**config.mk**
```make
export PLATFORM = sky130hd
export DESIGN_NAME = muldiv_unit_flat
export DESIGN_NICKNAME = d
export VERILOG_FILES = /design/src/rtl/cpu_pkg.sv /design/src/rtl/muldiv_if.sv /design/src/rtl/muldiv_core.sv /design/src/rtl/muldiv_unit.sv /design/src/flat_wrapper.sv
export SDC_FILE = /design/constraint.sdc
export NUM_CORES = 1
export LEC_CHECK = 0
export CORE_UTILIZATION = 48
export CTS_BUF_LIST = sky130_fd_sc_hd__clkbuf_8
export CTS_CLUSTER_DIAMETER = 40
export DETAILED_ROUTE_END_ITERATION = 10
export DONT_BUFFER_PORTS = 1
export GPL_ROUTABILITY_DRIVEN = 0
export HOLD_SLACK_MARGIN = 0.15
export PLACE_DENSITY = 0.64
export SLEW_MARGIN = 20
export SYNTH_ARGS = -nofsm -noshare
export SYNTH_HDL_FRONTEND = slang
export SYNTH_HIERARCHICAL = 1
export SYNTH_SLANG_ARGS = --single-unit
```
**constraint.sdc**
```tcl
create_clock -name clk -period 4.7 [get_ports clk]
set_input_delay 0.94 -clock clk [delete_from_list [all_inputs] [get_ports clk]]
set_output_delay 0.94 -clock clk [all_outputs]
set_load 0.005 [all_outputs]
```
**src/rtl/cpu_pkg.sv**
```systemverilog
// Shared CPU constants: ALU control encodings (also used by the decoder)
// and the multiply/divide sequencer state encoding.
package cpu_pkg;

  localparam logic [1:0] ALU_ADD = 2'b00;
  localparam logic [1:0] ALU_SUB = 2'b01;
  localparam logic [1:0] ALU_MUL = 2'b10;
  localparam logic [1:0] ALU_DIV = 2'b11;

  typedef enum logic [1:0] {
    MD_IDLE = 2'd0,
    MD_MUL  = 2'd1,
    MD_DIV  = 2'd2,
    MD_DONE = 2'd3
  } mdState_t;

endpackage

```
**src/rtl/muldiv_if.sv**
```systemverilog
// Execute-stage operand/control bundle into the mul/div unit and its
// result, flag, done and stall returns.
interface muldiv_if #(
  parameter int WIDTH = 32
);
  logic             StartE;
  logic [1:0]       ALUControlE;
  logic [WIDTH-1:0] SrcAE;
  logic [WIDTH-1:0] SrcBE;
  logic             FlushE;
  logic [WIDTH-1:0] MulDivResultE;
  logic [3:0]       MulDivFlagsE;
  logic             MulDivDoneE;
  logic             MulDivStallE;

  modport master (
    output StartE, ALUControlE, SrcAE, SrcBE, FlushE,
    input  MulDivResultE, MulDivFlagsE, MulDivDoneE, MulDivStallE
  );

  modport slave (
    input  StartE, ALUControlE, SrcAE, SrcBE, FlushE,
    output MulDivResultE, MulDivFlagsE, MulDivDoneE, MulDivStallE
  );
endinterface

```
**src/rtl/muldiv_core.sv**
```systemverilog
// Shared shift datapath: shift-add multiply or restoring divide, one bit per step.
// stepResult is the value the current step produces, so the caller can capture it on the last edge.
module muldiv_core #(
  parameter int WIDTH = 32,
  parameter int CNTW  = $clog2(WIDTH) + 1
) (
  input  logic             clk,
  input  logic             reset,
  input  logic             load,
  input  logic             loadDiv,
  input  logic             step,
  input  logic             clear,
  input  logic             isDiv,
  input  logic [WIDTH-1:0] srcA,
  input  logic [WIDTH-1:0] srcB,
  output logic [WIDTH-1:0] stepResult,
  output logic             lastStep
);

  logic [2*WIDTH-1:0] acc, accNext;
  logic [2*WIDTH-1:0] opB, opBNext;
  logic [WIDTH-1:0]   opA, opANext;
  logic [CNTW-1:0]    cnt;
  logic [WIDTH:0]     shifted, diff, remNext;
  logic               ge;

  // Divide: opA shifts the dividend out at the top while quotient bits enter at the bottom.
  assign shifted = {acc[WIDTH-1:0], opA[WIDTH-1]};
  assign diff    = shifted - {1'b0, opB[WIDTH-1:0]};
  assign ge      = ~diff[WIDTH];
  assign remNext = ge ? diff : shifted;

  always_comb begin
    accNext = acc;
    opANext = opA;
    opBNext = opB;
    if (isDiv) begin
      accNext = {{(WIDTH-1){1'b0}}, remNext};
      opANext = {opA[WIDTH-2:0], ge};
    end else begin
      if (opA[0]) accNext = acc + opB;
      opANext = opA >> 1;
      opBNext = opB << 1;
    end
  end

  assign stepResult = isDiv ? opANext : accNext[WIDTH-1:0];
  assign lastStep   = (cnt == CNTW'(1));

  always_ff @(posedge clk or posedge reset) begin
    if (reset) begin
      acc <= '0;
      opA <= '0;
      opB <= '0;
      cnt <= '0;
    end else if (clear) begin
      cnt <= '0;
    end else if (load) begin
      acc <= '0;
      opA <= loadDiv ? srcA : srcB;
      opB <= {{WIDTH{1'b0}}, (loadDiv ? srcB : srcA)};
      cnt <= CNTW'(WIDTH);
    end else if (step) begin
      acc <= accNext;
      opA <= opANext;
      opB <= opBNext;
      cnt <= cnt - CNTW'(1);
    end
  end

endmodule

```
**src/rtl/muldiv_unit.sv**
```systemverilog
// Iterative unsigned MUL/DIV for Execute; done arrives WIDTH+1 cycles after accept (1 for divide-by-zero).
// Holds the pipeline via MulDivStallE from the accept cycle through the last iteration.
module muldiv_unit
  import cpu_pkg::*;
#(
  parameter int WIDTH = 32,
  parameter int CNTW  = $clog2(WIDTH) + 1
) (
  input  logic      clk,
  input  logic      reset,
  muldiv_if.slave   bus
);

  mdState_t         state;
  logic             accept, busy, divZero, lastStep;
  logic [WIDTH-1:0] stepResult;
  logic [WIDTH-1:0] resultQ;
  logic [3:0]       flagsQ;

  function automatic logic [3:0] flagsOf(input logic [WIDTH-1:0] r);
    return {r[WIDTH-1], (r == '0), 2'b00};
  endfunction

  assign accept  = (state == MD_IDLE) & bus.StartE & bus.ALUControlE[1] & ~bus.FlushE;
  assign busy    = (state == MD_MUL) | (state == MD_DIV);
  assign divZero = (bus.ALUControlE == ALU_DIV) & (bus.SrcBE == '0);

  muldiv_core #(.WIDTH(WIDTH), .CNTW(CNTW)) core (
    .clk        (clk),
    .reset      (reset),
    .load       (accept & ~divZero),
    .loadDiv    (bus.ALUControlE[0]),
    .step       (busy & ~bus.FlushE),
    .clear      (busy & bus.FlushE),
    .isDiv      (state == MD_DIV),
    .srcA       (bus.SrcAE),
    .srcB       (bus.SrcBE),
    .stepResult (stepResult),
    .lastStep   (lastStep)
  );

  always_ff @(posedge clk or posedge reset) begin
    if (reset) begin
      state   <= MD_IDLE;
      resultQ <= '0;
      flagsQ  <= 4'b0100;
    end else begin
      case (state)
        MD_IDLE: begin
          if (accept) begin
            if (divZero) begin
              state   <= MD_DONE;
              resultQ <= '1;
              flagsQ  <= flagsOf('1);
            end else begin
              state <= bus.ALUControlE[0] ? MD_DIV : MD_MUL;
            end
          end
        end
        MD_MUL, MD_DIV: begin
          if (bus.FlushE) begin
            state <= MD_IDLE;
          end else if (lastStep) begin
            state   <= MD_DONE;
            resultQ <= stepResult;
            flagsQ  <= flagsOf(stepResult);
          end
        end
        default: state <= MD_IDLE;
      endcase
    end
  end

  assign bus.MulDivResultE = resultQ;
  assign bus.MulDivFlagsE  = flagsQ;
  assign bus.MulDivDoneE   = (state == MD_DONE);
  assign bus.MulDivStallE  = accept | busy;

endmodule

```
**src/flat_wrapper.sv**
```systemverilog
// flat-port wrapper written by rule: the top's interface ports become plain ports
module muldiv_unit_flat import cpu_pkg::*;
#(
  parameter int WIDTH = 32,
  parameter int CNTW  = $clog2(WIDTH) + 1
)
  (clk, reset, bus_StartE, bus_ALUControlE, bus_SrcAE, bus_SrcBE, bus_FlushE, bus_MulDivResultE, bus_MulDivFlagsE, bus_MulDivDoneE, bus_MulDivStallE);
  muldiv_if #(.WIDTH(WIDTH)) bus_i ();
  input  logic clk;
  input  logic reset;
  input wire logic [$bits(bus_i.StartE)-1:0] bus_StartE;
  input wire logic [$bits(bus_i.ALUControlE)-1:0] bus_ALUControlE;
  input wire logic [$bits(bus_i.SrcAE)-1:0] bus_SrcAE;
  input wire logic [$bits(bus_i.SrcBE)-1:0] bus_SrcBE;
  input wire logic [$bits(bus_i.FlushE)-1:0] bus_FlushE;
  output wire logic [$bits(bus_i.MulDivResultE)-1:0] bus_MulDivResultE;
  output wire logic [$bits(bus_i.MulDivFlagsE)-1:0] bus_MulDivFlagsE;
  output wire logic [$bits(bus_i.MulDivDoneE)-1:0] bus_MulDivDoneE;
  output wire logic [$bits(bus_i.MulDivStallE)-1:0] bus_MulDivStallE;
  assign bus_i.StartE = bus_StartE;
  assign bus_i.ALUControlE = bus_ALUControlE;
  assign bus_i.SrcAE = bus_SrcAE;
  assign bus_i.SrcBE = bus_SrcBE;
  assign bus_i.FlushE = bus_FlushE;
  assign bus_MulDivResultE = bus_i.MulDivResultE;
  assign bus_MulDivFlagsE = bus_i.MulDivFlagsE;
  assign bus_MulDivDoneE = bus_i.MulDivDoneE;
  assign bus_MulDivStallE = bus_i.MulDivStallE;
  muldiv_unit #(.WIDTH(WIDTH), .CNTW(CNTW)) u_core (.clk(clk), .reset(reset), .bus(bus_i));
endmodule
```
==> results.toml, run 1 <==
[logic_synthesis]
ys_seq_area_frac = 0.294
yosysTopAreaCell = "dfrtp_1"
async_reset_ff_frac = 1.00
yosysUniqueCellTypes = 72
syn-instance-count = 1442
synthSimpleGateAreaFrac = 0.165
synth_compound_area_frac = 0.254
yosys-top-cells-area = "dfrtp_1 (29%), o21ai_0 (7.6%), ha_1 (7.3%)"
synth_mux_area_frac = 0.106
synth_top_family_by_area = "compound AO/OA/AOI/OAI gates"
synth-edff-count = 0
synth_area_um2 = 11700
ys_seq_elements = 137
synthAdderAreaFrac = 0.0763
yosys_warnings = 6
avgSynthCellArea_um2 = 8.10
synth_xor_xnor_area_share = 0.0473
yosysTopAreaCellShare = 0.291
synthFlopType = "dfrtp_1"

[grt]
grt_use_total = 0.289
grt_pass1_wl_um = 55400
grt_start_max_net_pins = 85
grt.overflow.total = 0
first_global_vias = 9748
antenna_found_initial = 0

[floorplan]
die_h_um = 158
die_x_um = 158
ios = 108
die-area_um2 = 25000
coreArea_um2 = 23700
start_util = 0.493
rows = 56

[place]
dpl_worst_slack_ns = 0.419
numPortBuffers = 0
hpwl_um = 27000
postPlaceCellArea_um2 = 12000

[final_layout]
multiInputGateArea_um2 = 7630
final_cell_mix = "nand2_1 (221), o21ai_0 (177), dfrtp_1 (136), a21oi_1 (94), inv_1 (71)"
final_common_cell = "nand2_1"
regArea_um2 = 3430
nets = 1540
area_growth_pct = 5.97
nFillCells = 2291
antenna_cells = 0
fin_area_um2 = 12400
drive_above_1_share = 0.0899

[route]
drt_iter0_markers = 973
drcViolationCount = 0
drt_wl_total_um = 35700
via_per_inst = 6.15
routedWlPerCell_um = 20.6
first_pass_iters = 5
detail-route-antenna-nets = 0
vias = 10700

[worst_setup_path]
cp.required_ns = 5.11
crit_fanout = 8
worstReg2RegStart = "u_core/core/acc[10]"
end_kind = "register"
crit_family = "compound AO/OA/AOI/OAI gates"
critPathMaxStageDelay_ns = 0.46
start_kind = "register"
critPathArrivalTime_ns = 4.63
path_cells = "ha_1, a21oi_1, o21ai_0, a211oi_1, a2111oi_0, buf_4, a211oi_2, o211ai_1, o311ai_1, nand2_1, xor2_1, o21ai_0, nor4_1, nand4_1, nor4_1, mux2_2"
critPathKind = "register to register"
slowest_stage = "a211oi_1"
crit_start = "u_core/core/acc[10]"
path_buf_inv = 1

[power_and_ir_drop]
p_sw_mw = 5.76
internal-power_mw = 5.03
share_comb_of_total_power = 0.697
leakage_nw = 5.40
p_clk_frac = 0.093
swShare = 0.534
peakVddDrop_mv = 0.573
power.density_nw_per_um2 = 872
seq_power_share = 0.210

[sta]
fmax_mhz = 237
hold_viol = 0
rsz0062_at_grt = "false"
worst_pin_slew_ns = 1.00
finalCriticalPeriod_ns = 4.22
fin_crit_sh = 0.898
maxSlewViolCount = 0
fin_skew_ns = 0.0185
relSlewSlack = 0.328
worst_slack_ns = 0.478
final.setup.tns_ns = 0
final-setup-viol-count = 0

[clock_tree]
cts-buffers-inserted = 17
holdBufCountCts = 0
cts_setup_buffers = 0
cts_max_path_buffers = 2
path_clk_slew_ns = 0.10
ctsResizeCount = 0
tritoncts = "built"
root_buffer = "clkbuf_8"
htreeDepth = 4
clock_sinks = 137
clk_latency_ns = 0.47

[run]
drv_cap = 0

[run_status]
run_status = "complete, no violations"

[worst_hold_path]
hp-class = "primary input to asynchronous set/reset pin"
==> power groups by stage <==
stage | combinational, mW | clock (mW) | sequential (mW)
final | 7.52 | 1.00 | 2.27
after global routing | 8.23 | 1.08 | 2.34
after CTS | 7.37 | 1.02 | 2.25
after detailed placement | 7.33 | 0 | 2.27
after global placement | 7.25 | 0 | 2.25
after floorplan | 5.70 | 0 | 2.06
==> sequential cells by signal, summed over array words and instances (netlist names) <==
register	flops
u_core/core/opB	32
u_core/core/acc	32
u_core/core/cnt	6
u_core/core/opA	32
u_core/bus.MulDivFlagsE	2
u_core/bus.MulDivResultE	31
u_core/state	2
==> layout make-up <==
type | instances | share of cell area
clock inverter | 15 | 0.0128
multi-input combinational | 1144 | 0.616
clock buffer | 17 | 0.0189
tap | 319 | 0.0322
timing repair buffer | 28 | 0.0206
sequential | 137 | 0.277
inverter | 72 | 0.0220
==> synth_stat cells (all sizes together), types with 4 or more instances <==
cell type  number
nor2           66
xnor2          34
inv            72
o211ai         39
o21a           20
nor3           15
nand3b          5
a21oi          95
dfrtp         136
o21ai         181
a31oi           9
a211oi         20
xor2           27
nor4           15
ha             68
o31ai           6
o21bai          5
a32o           13
nand3          17
buf            20
a21boi          4
clkbuf         70
nor2b          10
mux2           49
nand2         221
mux2i          67
nand2b         44
a211o           6
a22o           14
nand4          12
a21o           31
==> metal layers <==
metal | share of wire | global-route usage | vias to the layer above | wire (um)
met5 | 0 | 0 | - | 0
met4 | 0.018 | 0.0714 | 0 | 641
met3 | 0.099 | 0.0564 | 39 | 3530
met2 | 0.42 | 0.421 | 475 | 14900
met1 | 0.47 | 0.433 | 5060 | 16700
li1 | - | - | 5077 | -
==> kinds of logic (layout without fill, tap and decap cells) <==
logic type,after synthesis,after routing
compound gates,473,473
xor+xnor,61,61
fa+ha+maj,70,70
buf+inv,162,132
flops,137,137
mux,116,116
other cells,1,2
simple gates,422,422
==> through the flow <==
step | hold slack [ns] | std cells | utilization | total power [mW]
2_1_floorplan | 0.466 | 1443 | - | 7.76
3_3_place_gp | 0.492 | 1699 | 0.505 | 9.50
3_5_place_dp | 0.498 | 1699 | 0.505 | 9.60
4_1_cts | 0.199 | 1731 | 0.521 | 10.6
5_1_grt | 0.204 | 1732 | 0.523 | 11.6
6_report | 0.222 | 1732 | 0.523 | 10.8
==> worst paths after layout <==
kind                       slack [ns]                    endpoint  cells past startpoint
min reg2reg                      0.52          u_core/core/opA[6]                      2
min in group clk                 0.52          u_core/core/opA[6]                      2
max reg2reg                      0.48  u_core/bus.MulDivFlagsE[2]                     16
min                              0.22         u_core/core/opA[28]                      1
max in group asynchronous        3.59         u_core/core/acc[10]                      2
max                              0.48  u_core/bus.MulDivFlagsE[2]                     16
No activity file was read; power rests on OpenSTA's default activity.
==> run 2: changes to the inputs <==
Settings changed: PLACE_DENSITY 0.64 to 0.66.
Clock period 4.7 ns to 3.6 ns, I/O delays scaled along.
==> results.toml, run 2 (synthesized netlist as in run 1, its figures left out) <==
[sta]
fmax_mhz = 279
worst_slack_ns = 0.0109
fin_skew_ns = 0.0152
relSlewSlack = 0.471
final-setup-viol-count = 0
worst_pin_slew_ns = 0.793
hold_viol = 0
finalCriticalPeriod_ns = 3.59
fin_crit_sh = 0.997
maxSlewViolCount = 0
rsz0062_at_grt = "true"

[power_and_ir_drop]
peakVddDrop_mv = 0.679
p_clk_frac = 0.076
power.density_nw_per_um2 = 1180
internal-power_mw = 8.58
total_power_mw = 16.8
seq_power_share = 0.165
leakage_nw = 6.41
p_sw_mw = 8.21
share_comb_of_total_power = 0.759
swShare = 0.489

[grt]
grt.overflow.total = 0
grt_pass1_wl_um = 58600
antenna_found_initial = 0
first_global_vias = 10600
grt_start_max_net_pins = 132
grt_use_total = 0.306

[floorplan]
die-area_um2 = 25000
coreArea_um2 = 23700
rows = 56
die_x_um = 158
start_util = 0.493
ios = 108
die_h_um = 158

[final_layout]
multiInputGateArea_um2 = 7940
antenna_cells = 0
drive_above_1_share = 0.221
final_cell_mix = "nand2_1 (221), buf_4 (207), o21ai_0 (168), dfrtp_1 (136), a21oi_1 (89)"
top_regs = "u_core/core/acc x32, u_core/core/opA x32, u_core/core/opB x32"
final_common_cell = "nand2_1"
nFillCells = 2089
regArea_um2 = 3430
nets = 1728
area_growth_pct = 21.4
final_cells = 1920
fin_area_um2 = 14200

[worst_hold_path]
hp-class = "primary input to asynchronous set/reset pin"

[clock_tree]
path_clk_slew_ns = 0.08
root_buffer = "clkbuf_8"
cts_max_path_buffers = 2
clock_sinks = 137
cts-buffers-inserted = 17
htreeDepth = 4
tritoncts = "built"
clk_latency_ns = 0.46

[place]
dpl_worst_slack_ns = -0.300
dpl.cell_count = 1873
numPortBuffers = 0
postPlaceCellArea_um2 = 13300
hpwl_um = 28300

[worst_setup_path]
end_kind = "register"
cp.required_ns = 4.00
critPathArrivalTime_ns = 3.99
crit_fanout = 3
crit_family = "compound AO/OA/AOI/OAI gates"
path_buf_inv = 2
worstReg2RegStart = "u_core/core/opB[12]"
start_kind = "register"
critPathMaxStageDelay_ns = 0.43
path_cells = "ha_4, and3_4, nand2_1, a211o_1, buf_4, a211oi_1, o21ba_2, o21ai_0, xor2_1, a21oi_1, buf_4, a21oi_1, nor4_1, nand3_1, nor4_2, mux2_4"
critPathKind = "register to register"
slowest_stage = "dfrtp_1"
crit_start = "u_core/core/opB[12]"

[route]
drt_iter0_markers = 1063
routedWlPerCell_um = 20.0
drt_wl_total_um = 38400
via_per_inst = 5.92
vias = 11400
first_pass_iters = 5
drcViolationCount = 0
detail-route-antenna-nets = 0

[run]
drv_cap = 0

[run_status]
run_status = "complete, no violations"
[run 2: cell types whose count changed in the layout (fill, tap and decap cells not counted), moves of 4 or more]
| cell | change |
|---|---|
| a21oi_1 | -5 |
| a21oi_2 | +4 |
| a211oi_1 | -6 |
| o21ai_1 | +6 |
| buf_4 | +182 |
| o21ai_0 | -9 |
| ha_1 | -8 |
| a211oi_2 | +4 |
| ha_4 | +7 |
[run 2: layout make-up]
| type | count | share of cell area |
|---|---|---|
| multi-input combinational | 1144 | 0.560 |
| sequential | 137 | 0.242 |
| timing repair buffer | 216 | 0.124 |
| tap | 319 | 0.0281 |
| inverter | 72 | 0.0192 |
| clock buffer | 18 | 0.0175 |
| clock inverter | 14 | 0.00970 |
[run 2: metal layers]
layer  up-vias  track usage  wire length (um)
met5         -            0                 0
met4         0       0.0902               867
met3        51       0.0610              3490
met2       482        0.465             16700
met1      5395        0.435             17300
li1       5439            -                 -
[run 2: path summary, 6_finish.rpt]
kind / slack [ns] / cells past startpoint / endpoint
min in group clk: 0.53 / 2 / u_core/core/opA[13]
max in group asynchronous: 2.46 / 2 / u_core/core/opB[8]
max reg2reg: 0.01 / 16 / u_core/bus.MulDivFlagsE[2]
min: 0.24 / 2 / u_core/bus.MulDivResultE[26]
min reg2reg: 0.53 / 2 / u_core/core/opA[13]
max: 0.01 / 16 / u_core/bus.MulDivFlagsE[2]
[run 2: what timing repair did]
item,4_1_cts,5_1_grt
gates cloned,1,0
resized for setup,27,39
pin swaps,13,31
endpoints found under the setup margin,2,33
buffers inserted,10,4
hold buffers,0,0
[run 2: power by group through the flow]
stage	logic (mW)	registers [mW]	clock network, mW
floorplan	7.46	2.69	0
global placement	11.5	2.71	0
detailed placement	11.7	2.74	0
CTS	12.2	2.75	1.30
global route	13.8	2.85	1.36
finish	12.8	2.77	1.27
[run 2: stage by stage]
step,setup TNS [ns],hold WS [ns],utilization
floorplan,0,0.466,-
global placement,-0.280,0.487,0.562
detailed placement,-0.300,0.499,0.562
CTS,-0.0345,0.235,0.589
global route,-0.132,0.278,0.599
finish,0,0.236,0.599
==> run 3: changes to the inputs <==
Settings changed: CORE_ASPECT_RATIO set to 0.75, SYNTH_HIERARCHICAL 1 to unset, TNS_END_PERCENT set to 100.
==> results.toml, run 3 <==
[final_layout]
regArea_um2 = 3440
final_common_cell = "nand2_1"
nFillCells = 2178
top_regs = "u_core.core.acc x32, u_core.core.opA x32, u_core.core.opB x32"
antenna_cells = 0
fin_util = 0.576
final_cell_mix = "nand2_1 (175), buf_4 (135), dfrtp_1 (128), nor2_1 (120), a21oi_1 (114)"
multiInputGateArea_um2 = 8120
nets = 1706
area_growth_pct = 16.9
drive_above_1_share = 0.169

[grt]
first_global_vias = 11000
grt_use_total = 0.330
grt_use_met1 = 0.516
grt_pass1_wl_um = 63900
grt.overflow.total = 0
grt_use_met3 = 0.108
grt-busiest-layer = "met1"
antenna_found_initial = 0
met2_usage = 0.426
grt_start_max_net_pins = 94

[place]
numPortBuffers = 0
hpwl_um = 31700

[logic_synthesis]
synth_compound_area_frac = 0.305
synth-edff-count = 0
synth_common_cells = "nand2_1 (176), dfrtp_1 (136), nor2_1 (125)"
synthFlopType = "dfrtp_1"
synth_top_family_by_area = "compound AO/OA/AOI/OAI gates"
ys_seq_area_frac = 0.289
synthSimpleGateAreaFrac = 0.183
synth_area_um2 = 11900
avgSynthCellArea_um2 = 7.91
yosysTopAreaCell = "dfrtp_1"
yosysTopAreaCellShare = 0.287
syn-instance-count = 1501
synthAdderAreaFrac = 0.0751
synth_mux_area_frac = 0.0582
yosysMostFrequentCell = "nand2_1"
ys_seq_elements = 137
async_reset_ff_frac = 1.00
synth_xor_xnor_area_share = 0.0362
yosysUniqueCellTypes = 82
yosys_warnings = 0
yosys-top-cells-area = "dfrtp_1 (29%), ha_1 (7.2%), nand2_1 (5.6%)"

[worst_setup_path]
critPathArrivalTime_ns = 4.07
cp.required_ns = 3.98
crit_fanout = 3
start_kind = "register"
critPathMaxStageDelay_ns = 0.55
crit_start = "u_core.core.acc[0]"
slowest_stage = "or4b_4"
critPathKind = "register to register"
path_cells = "ha_2, fa_2, a211oi_2, nor2_1, xor2_1, mux2i_1, o21ai_1, or4b_4, nor4b_4, o2111ai_2, nor4b_4, nand4_1, o41ai_2"
path_buf_inv = 0
cp_common_cell = "nor4b_4"
end_kind = "register"
crit_family = "simple AND/OR/NAND/NOR gates"
worstReg2RegStart = "u_core.core.acc[0]"

[clock_tree]
tritoncts = "built"
cts-buffers-inserted = 17
root_buffer = "clkbuf_8"
path_clk_slew_ns = 0.09
cts_max_path_buffers = 2
clk_latency_ns = 0.49
clock_sinks = 137
htreeDepth = 4

[worst_hold_path]
hp-class = "primary input to register"
hp-start = "bus_FlushE"

[route]
routedWlPerCell_um = 22.1
drt_iter0_markers = 1584
detail-route-antenna-nets = 0
vias = 12200
via_per_inst = 6.40
drt_wl_total_um = 42200
drcViolationCount = 0
first_pass_iters = 8

[sta]
fmax_mhz = 270
relSlewSlack = 0.264
holdWs_ns = 0.399
rsz0062_at_grt = "true"
maxSlewViolCount = 0
hold_viol = 0
worst_slack_ns = -0.0990
final-setup-viol-count = 2
fin_skew_ns = 0.0180
worst_pin_slew_ns = 1.10
finalCriticalPeriod_ns = 3.70
fin_crit_sh = 1.03

[run_status]
violations = "negative setup slack"
run_status = "finished with violations"

[floorplan]
start_util = 0.493
coreArea_um2 = 24100
die-area_um2 = 25400
rows = 49
die_x_um = 184
die_h_um = 138
ios = 108

[run]
drv_cap = 0
-- run 3: cell families (layout without fill, tap and decap cells) --
group,after synthesis,count (layout)
multiplexers,68,68
AO/OA/AOI/OAI,543,543
other,1,2
buffers and inverters,164,241
XOR/XNOR,49,49
flip-flops,137,137
adder cells (fa/ha/maj),70,70
AND/OR/NAND/NOR,469,469
-- run 3: layout make-up --
| class | instances | area share |
|---|---|---|
| Tap cell | 331 | 0.0298 |
| Inverter | 62 | 0.0170 |
| Timing Repair Buffer | 147 | 0.0896 |
| Multi-Input combinational cell | 1201 | 0.585 |
| Clock buffer | 17 | 0.0169 |
| Clock inverter | 15 | 0.0136 |
| Sequential cell | 137 | 0.248 |
-- run 3: metal layers --
layer,share of wire,vias up
li1,-,5664
met1,0.46,5804
met5,0,-
met2,0.39,683
met3,0.13,69
met4,0.020,0
-- run 3: per-stage QoR --
| stage | cells | worst slack, ns | TNS [ns] | cell area [um^2] |
|---|---|---|---|---|
| after global placement | 1864 | -0.0296 | -0.0368 | 13000 |
| after global routing | 1910 | -0.210 | -0.386 | 13900 |
| after CTS | 1899 | 0.000673 | 0 | 13500 |
| after detailed placement | 1864 | -0.119 | -0.380 | 13000 |
| final | 1910 | -0.0990 | -0.115 | 13900 |
| after floorplan | 1502 | 0.170 | 0 | 11900 |
-- run 3: final timing paths --
path / end / slack, ns / depth (start not counted)
worst min-delay path: u_core.core.cnt[5] / 0.40 / 2
min in group asynchronous: u_core.core.opA[4] / 0.69 / 2
worst max register to register: u_core.bus.MulDivFlagsE[2] / -0.1 / 13
max in group asynchronous: u_core.bus.MulDivFlagsE[2] / 2.20 / 3
worst max-delay path: u_core.bus.MulDivFlagsE[2] / -0.1 / 13
worst min register to register: u_core.bus.MulDivResultE[7] / 0.52 / 1
-- run 3: what timing repair did --
| item | CTS | global route |
|---|---|---|
| setup buffers | 2 | 8 |
| hold buffers | 0 | 1 |
| endpoints found under the setup margin | 9 | 21 |
| pin swaps | 7 | 13 |
| gates cloned | 1 | 1 |
| hold endpoints to repair | 0 | 10 |
| resized for setup | 11 | 59 |
Power of run 3 is not shown: default switching activity piles up to over one toggle a cycle in this logic, so the estimate is an artifact.
